**src/rtl/alu_arbiter_pkg.sv**
```systemverilog
// Shared widths, ALU opcodes and arbiter FSM encoding for the shared-ALU arbiter.
package alu_arbiter_pkg;

    localparam int ALU_WIDTH = 12;
    localparam int ALU_OPW   = 3;

    localparam logic [ALU_OPW-1:0] OP_SHR = 3'd0;
    localparam logic [ALU_OPW-1:0] OP_SHL = 3'd1;
    localparam logic [ALU_OPW-1:0] OP_AND = 3'd2;
    localparam logic [ALU_OPW-1:0] OP_OR  = 3'd3;
    localparam logic [ALU_OPW-1:0] OP_XOR = 3'd4;
    localparam logic [ALU_OPW-1:0] OP_NOT = 3'd5;
    localparam logic [ALU_OPW-1:0] OP_ADD = 3'd6;
    localparam logic [ALU_OPW-1:0] OP_SUB = 3'd7;

    typedef enum logic [1:0] {
        ST_IDLE = 2'd0,
        ST_EXEC = 2'd1,
        ST_RESP = 2'd2
    } state_t;

endpackage

```
**src/rtl/alu.sv**
```systemverilog
// Combinational 12-bit ALU: shifts by one, bitwise ops, add and subtract with flags.
// No state, no handshake; outputs follow inputs in the same cycle.
module alu
    import alu_arbiter_pkg::*;
#(
    parameter int WIDTH = ALU_WIDTH
) (
    input  logic [WIDTH-1:0]   a,
    input  logic [WIDTH-1:0]   b,
    input  logic [ALU_OPW-1:0] op_select,
    output logic [WIDTH-1:0]   out,
    output logic               zero,
    output logic               cout,
    output logic               sign,
    output logic               overflow
);

    always_comb begin
        out      = '0;
        cout     = 1'b0;
        overflow = 1'b0;
        case (op_select)
            OP_SHR: begin
                out  = a >> 1;
                cout = a[0];
            end
            OP_SHL: begin
                out  = a << 1;
                cout = a[WIDTH-1];
            end
            OP_AND: out = a & b;
            OP_OR:  out = a | b;
            OP_XOR: out = a ^ b;
            OP_NOT: out = ~a;
            OP_ADD: begin
                {cout, out} = {1'b0, a} + {1'b0, b};
                overflow    = (a[WIDTH-1] == b[WIDTH-1]) && (out[WIDTH-1] != a[WIDTH-1]);
            end
            OP_SUB: begin
                // cout is the no-borrow carry of a + ~b + 1
                {cout, out} = {1'b0, a} + {1'b0, ~b} + 1'b1;
                overflow    = (a[WIDTH-1] != b[WIDTH-1]) && (out[WIDTH-1] != a[WIDTH-1]);
            end
            default: ;
        endcase
    end

    assign zero = (out == '0);
    assign sign = out[WIDTH-1];

endmodule

```
**src/rtl/alu_arbiter.sv**
```systemverilog
// Round-robin share of one ALU between two requesters; response two edges after accept.
// Readies are low outside IDLE; the response is held until rsp_ready, blocking new accepts.
module alu_arbiter
    import alu_arbiter_pkg::*;
#(
    parameter int WIDTH = ALU_WIDTH,
    parameter int OPW   = ALU_OPW,
    parameter int CNTW  = 8
) (
    input  logic             clk,
    input  logic             rst_n,
    input  logic             req0_valid,
    output logic             req0_ready,
    input  logic [WIDTH-1:0] req0_a,
    input  logic [WIDTH-1:0] req0_b,
    input  logic [OPW-1:0]   req0_op,
    input  logic             req1_valid,
    output logic             req1_ready,
    input  logic [WIDTH-1:0] req1_a,
    input  logic [WIDTH-1:0] req1_b,
    input  logic [OPW-1:0]   req1_op,
    output logic             rsp_valid,
    input  logic             rsp_ready,
    output logic             rsp_id,
    output logic [WIDTH-1:0] rsp_data,
    output logic             rsp_cout,
    output logic             rsp_sign,
    output logic             rsp_ovf,
    output logic             busy,
    output logic [CNTW-1:0]  done_count
);

    state_t           state;
    state_t           state_nxt;
    logic             last_grant;
    logic             grant0;
    logic             grant1;
    logic             accept;
    logic [WIDTH-1:0] op_a;
    logic [WIDTH-1:0] op_b;
    logic [OPW-1:0]   op_sel;
    logic             op_id;
    logic [WIDTH-1:0] alu_out;
    logic             alu_zero_unused;
    logic             alu_cout;
    logic             alu_sign;
    logic             alu_ovf;

    // Requester 0 wins a tie unless it was the last one served.
    assign grant0     = req0_valid & (~req1_valid | last_grant);
    assign grant1     = req1_valid & ~grant0;
    assign req0_ready = (state == ST_IDLE) & grant0;
    assign req1_ready = (state == ST_IDLE) & grant1;
    assign accept     = req0_ready | req1_ready;
    assign busy       = (state != ST_IDLE);

    always_ff @(posedge clk or negedge rst_n) begin
        if (!rst_n) begin
            state <= ST_IDLE;
        end else begin
            state <= state_nxt;
        end
    end

    always_comb begin
        state_nxt = state;
        case (state)
            ST_IDLE: if (accept) state_nxt = ST_EXEC;
            ST_EXEC: state_nxt = ST_RESP;
            ST_RESP: if (rsp_ready) state_nxt = ST_IDLE;
            default: state_nxt = ST_IDLE;
        endcase
    end

    always_ff @(posedge clk or negedge rst_n) begin
        if (!rst_n) begin
            op_a       <= '0;
            op_b       <= '0;
            op_sel     <= '0;
            op_id      <= 1'b0;
            last_grant <= 1'b1;
            rsp_valid  <= 1'b0;
            rsp_id     <= 1'b0;
            rsp_data   <= '0;
            rsp_cout   <= 1'b0;
            rsp_sign   <= 1'b0;
            rsp_ovf    <= 1'b0;
            done_count <= '0;
        end else begin
            if (accept) begin
                op_a       <= grant1 ? req1_a  : req0_a;
                op_b       <= grant1 ? req1_b  : req0_b;
                op_sel     <= grant1 ? req1_op : req0_op;
                op_id      <= grant1;
                last_grant <= grant1;
            end
            if (state == ST_EXEC) begin
                rsp_valid <= 1'b1;
                rsp_id    <= op_id;
                rsp_data  <= alu_out;
                rsp_cout  <= alu_cout;
                rsp_sign  <= alu_sign;
                rsp_ovf   <= alu_ovf;
            end
            if ((state == ST_RESP) && rsp_ready) begin
                rsp_valid  <= 1'b0;
                done_count <= done_count + 1'b1;
            end
        end
    end

    alu #(
        .WIDTH(WIDTH)
    ) u_alu (
        .a        (op_a),
        .b        (op_b),
        .op_select(op_sel),
        .out      (alu_out),
        .zero     (alu_zero_unused),
        .cout     (alu_cout),
        .sign     (alu_sign),
        .overflow (alu_ovf)
    );

endmodule

```
**config.mk**
```make
export PLATFORM = sky130hd
export DESIGN_NAME = alu_arbiter
export DESIGN_NICKNAME = d
export VERILOG_FILES = /design/src/rtl/alu_arbiter_pkg.sv /design/src/rtl/alu.sv /design/src/rtl/alu_arbiter.sv
export SDC_FILE = /design/constraint.sdc
export NUM_CORES = 1
export LEC_CHECK = 0
export ABC_AREA = 0
export CAP_MARGIN = 20
export CORE_ASPECT_RATIO = 0.6
export CORE_MARGIN = 2
export CORE_UTILIZATION = 48
export DETAILED_ROUTE_END_ITERATION = 8
export PLACE_DENSITY = 0.85
export SYNTH_ARGS = -nofsm -noshare
export SYNTH_HDL_FRONTEND = slang
export SYNTH_SLANG_ARGS = --single-unit
```
**constraint.sdc**
```tcl
create_clock -name clk -period 2.4 [get_ports clk]
set_input_delay 0.48 -clock clk [delete_from_list [all_inputs] [get_ports clk]]
set_output_delay 0.48 -clock clk [all_outputs]
set_load 0.02 [all_outputs]
```
==> metrics.csv <==
metric,value,unit
status,finished with violations,
violations,negative setup slack,
fin_nets,770,
cts_buffers,5,
ys_ff_latch,55,
wl,16000,µm
track_usage,32.0,%
power_density,1670,nW/µm²
p_leak,2.84,nW
ys_top_cells_by_area,"dfrtp_1, ha_1, mux2i_1",
synth_mux_area_share,7.99,%
place_congestion,1.02,
seq_area_frac_synth,31.0,%
antenna_found_initial,1,
final_common_cell,clkdlybuf4s50_1,
r2r_slack,-60,ps
cp.required,2610,ps
cts_tree,yes,
synth_top_family_by_area,compound AO/OA/AOI/OAI gates,
crit_arrival,2670,ps
place_hpwl,12100,µm
rows,27,
startpoint_type,flip-flop,
yosysTopAreaCellShare,30.4,%
syn_area,4450,µm²
timing.fmax,406,MHz
rr_endpoint,rsp_data[6]$_DFFE_PN0P_,
drc,0,
htreeDepth,2,
dr.pass1.iters,6,
post-route-min-period,2460,ps
hold_path_class,input port to async pin,
ir_worst_vdd,0.000675,V
clk_latency,310,ps
period_share,103,%
rsz0062_at_grt,true,
synth_ff_type,dfrtp_1,
synthXorXnorAreaFrac,3.74,%
setup_slack,-60.0,ps
n_antenna_cell,0,
r2r-start,op_b[0]$_DFFE_PN0P_,
reg2reg_depth,11,
synth_edf_count,0,
synth_compound_area_share,24.7,%
synthToLayoutAreaGrowth,42.8,%
synth.yosys.warnings,0,
path_class,flip-flop to flip-flop,
layout-drive-gt1-share,22.1,%
max_stage_delay,410,ps
n_fill_cell,643,
max-slew-margin-rel,62.8,%
cts.path.max_buffers,2,
synthArstFlopShare,100,%
synth_cell_types,68,
grt_max_degree,56,
path_max_fanout,3,
crit_path_end_kind,flip-flop,
syn_area_per_cell,8.50,µm²
portBuffers,86,
die-area,10100,µm²
cp_common_cell,buf_4,
netlist_instances,523,
cts-hold-fix-buffers,0,
via_count,4750,
clock_skew,10.5,ps
synth_fp_nets,625,
hold_viol,0,
ios,87,
synth-simple-area-share,13.5,%
design_power_total,0.0106,W
wl_per_cell,20.3,µm
ant_nets,0,
crit_chain,buf_4 > ha_4 > fa_2 > o21bai_4 > a211oi_4 > buf_4 > o21bai_1 > xor2_1 > o21ai_0 > a32oi_1 > o41ai_2,
worstMarginPinSlew,556,ps
drt-initial-drc-count,597,
cap_violations,0,
clkSinkCount,55,
whs,136,ps
synth-adder-area-share,12.4,%
finish.utilization,69.9,%
final-setup-viol-count,4,
grt-ovfl-total,0,
vias_per_cell,6.05,
cts.clk_slew.worst_paths,80,ps
coreArea,9090,µm²
final_cell_mix,"clkdlybuf4s50_1, buf_4, nand2_1, dfrtp_1, o21ai_0",
slowest_stage,dfrtp_1,
die_y,78.5,µm
grt_pass1_wl,24600,µm
grt_pass1_vias,4491,
final_max_slew_viol_count,0,
initial_core_util,48.9,%
die_w,128,µm
synth_top_area_cell,dfrtp_1,
cts_root_buf,clkbuf_16,
## stage by stage
stage / instances / instance area (µm²) / TNS [ps] / setup slack [ps]
4_1_cts: 777 / 6140 / -8.43 / -8.43
3_5_place_dp: 765 / 5890 / -463 / -119
6_report: 785 / 6350 / -88.1 / -60.0
2_1_floorplan: 523 / 4450 / 0 / 50.6
5_1_grt: 785 / 6350 / -846 / -175
3_3_place_gp: 765 / 5890 / -169 / -63.8
## metal layers
metal	track usage (%)	routed length (µm)	vias to the layer above	share of wire [%]
li1	-	-	2152	-
met5	4.81	13	-	0.081
met4	7.47	290	2	1.8
met2	42.3	6340	324	40
met3	11.7	2170	40	14
met1	48.1	7150	2232	45
## where the power goes
group | internal [W] | switching, W
combinational | 0.00350 | 0.00447
sequential | 0.00136 | 0.000418
clock | 0.000427 | 0.000404
total | 0.00529 | 0.00529
## worst max path at each step
stage / endpoint / slack [ps] / cells past startpoint / startpoint
2_1_floorplan: rsp_data[8]$_DFFE_PN0P_ / 50 / 10 / op_a[0]$_DFFE_PN0P_
3_3_place_gp: rsp_data[10]$_DFFE_PN0P_ / -60 / 11 / op_a[0]$_DFFE_PN0P_
3_5_place_dp: rsp_data[4]$_DFFE_PN0P_ / -120 / 10 / op_b[0]$_DFFE_PN0P_
4_1_cts: rsp_data[10]$_DFFE_PN0P_ / -8 / 9 / op_b[0]$_DFFE_PN0P_
5_1_grt: rsp_data[6]$_DFFE_PN0P_ / -180 / 12 / op_b[0]$_DFFE_PN0P_
6_report: rsp_data[6]$_DFFE_PN0P_ / -60 / 11 / op_b[0]$_DFFE_PN0P_
## Yosys cell counts, types with 3 or more instances
library cell,instances
nor2_1,29
nand3_1,10
mux2i_1,31
o21a_1,3
a21o_1,8
a21oi_1,26
inv_1,35
buf_2,6
a221oi_1,9
inv_2,3
xor2_1,5
buf_1,5
o211ai_1,6
a31oi_1,6
dfrtp_1,54
clkbuf_1,20
nand2b_1,3
nor3_1,9
a211oi_1,5
ha_1,41
o21bai_1,3
o22ai_1,5
nand2_1,63
xnor2_1,14
nor2b_1,5
nand4_1,3
a32oi_1,3
a22oi_1,3
o21ai_0,54
## cell families after synthesis
group | count (synthesis)
flops | 55
mux | 34
buf+inv | 73
xor+xnor | 19
simple gates | 135
compound gates | 164
fa+ha+maj | 43
## layout make-up
type                    instances  area, µm²  share of cell area, %
well taps                     116        145                   2.29
inverters                      39        146                   2.31
flip-flops and latches         55       1380                   21.7
clock buffers                   6        139                   2.19
clock inverters                 2       20.0                  0.315
multi-input cells             395       2990                   47.0
repair buffers                172       1540                   24.2
## worst max-delay path: cells and delay by family, from the launching register on
| kind | cells | cell delay [ps] |
|---|---|---|
| flops | 1 | 410 |
| buf+inv | 2 | 290 |
| compound gates | 6 | 1010 |
| fa+ha+maj | 2 | 550 |
| xor+xnor | 1 | 110 |
## timing repair
| item | CTS | global route |
|---|---|---|
| pin swaps | 10 | 20 |
| setup buffers | 4 | 8 |
| resized for setup | 16 | 31 |
| setup endpoints to repair | 6 | 10 |
## flip-flops by register name, indices dropped and copies added (netlist names)
register    flops
rsp_ovf         1
last_grant      1
rsp_data       12
op_sel          3
rsp_id          1
state           2
rsp_valid       1
op_id           1
op_b           12
done_count      8
op_a           12
rsp_cout        1
(Power assumes the default switching activity.)
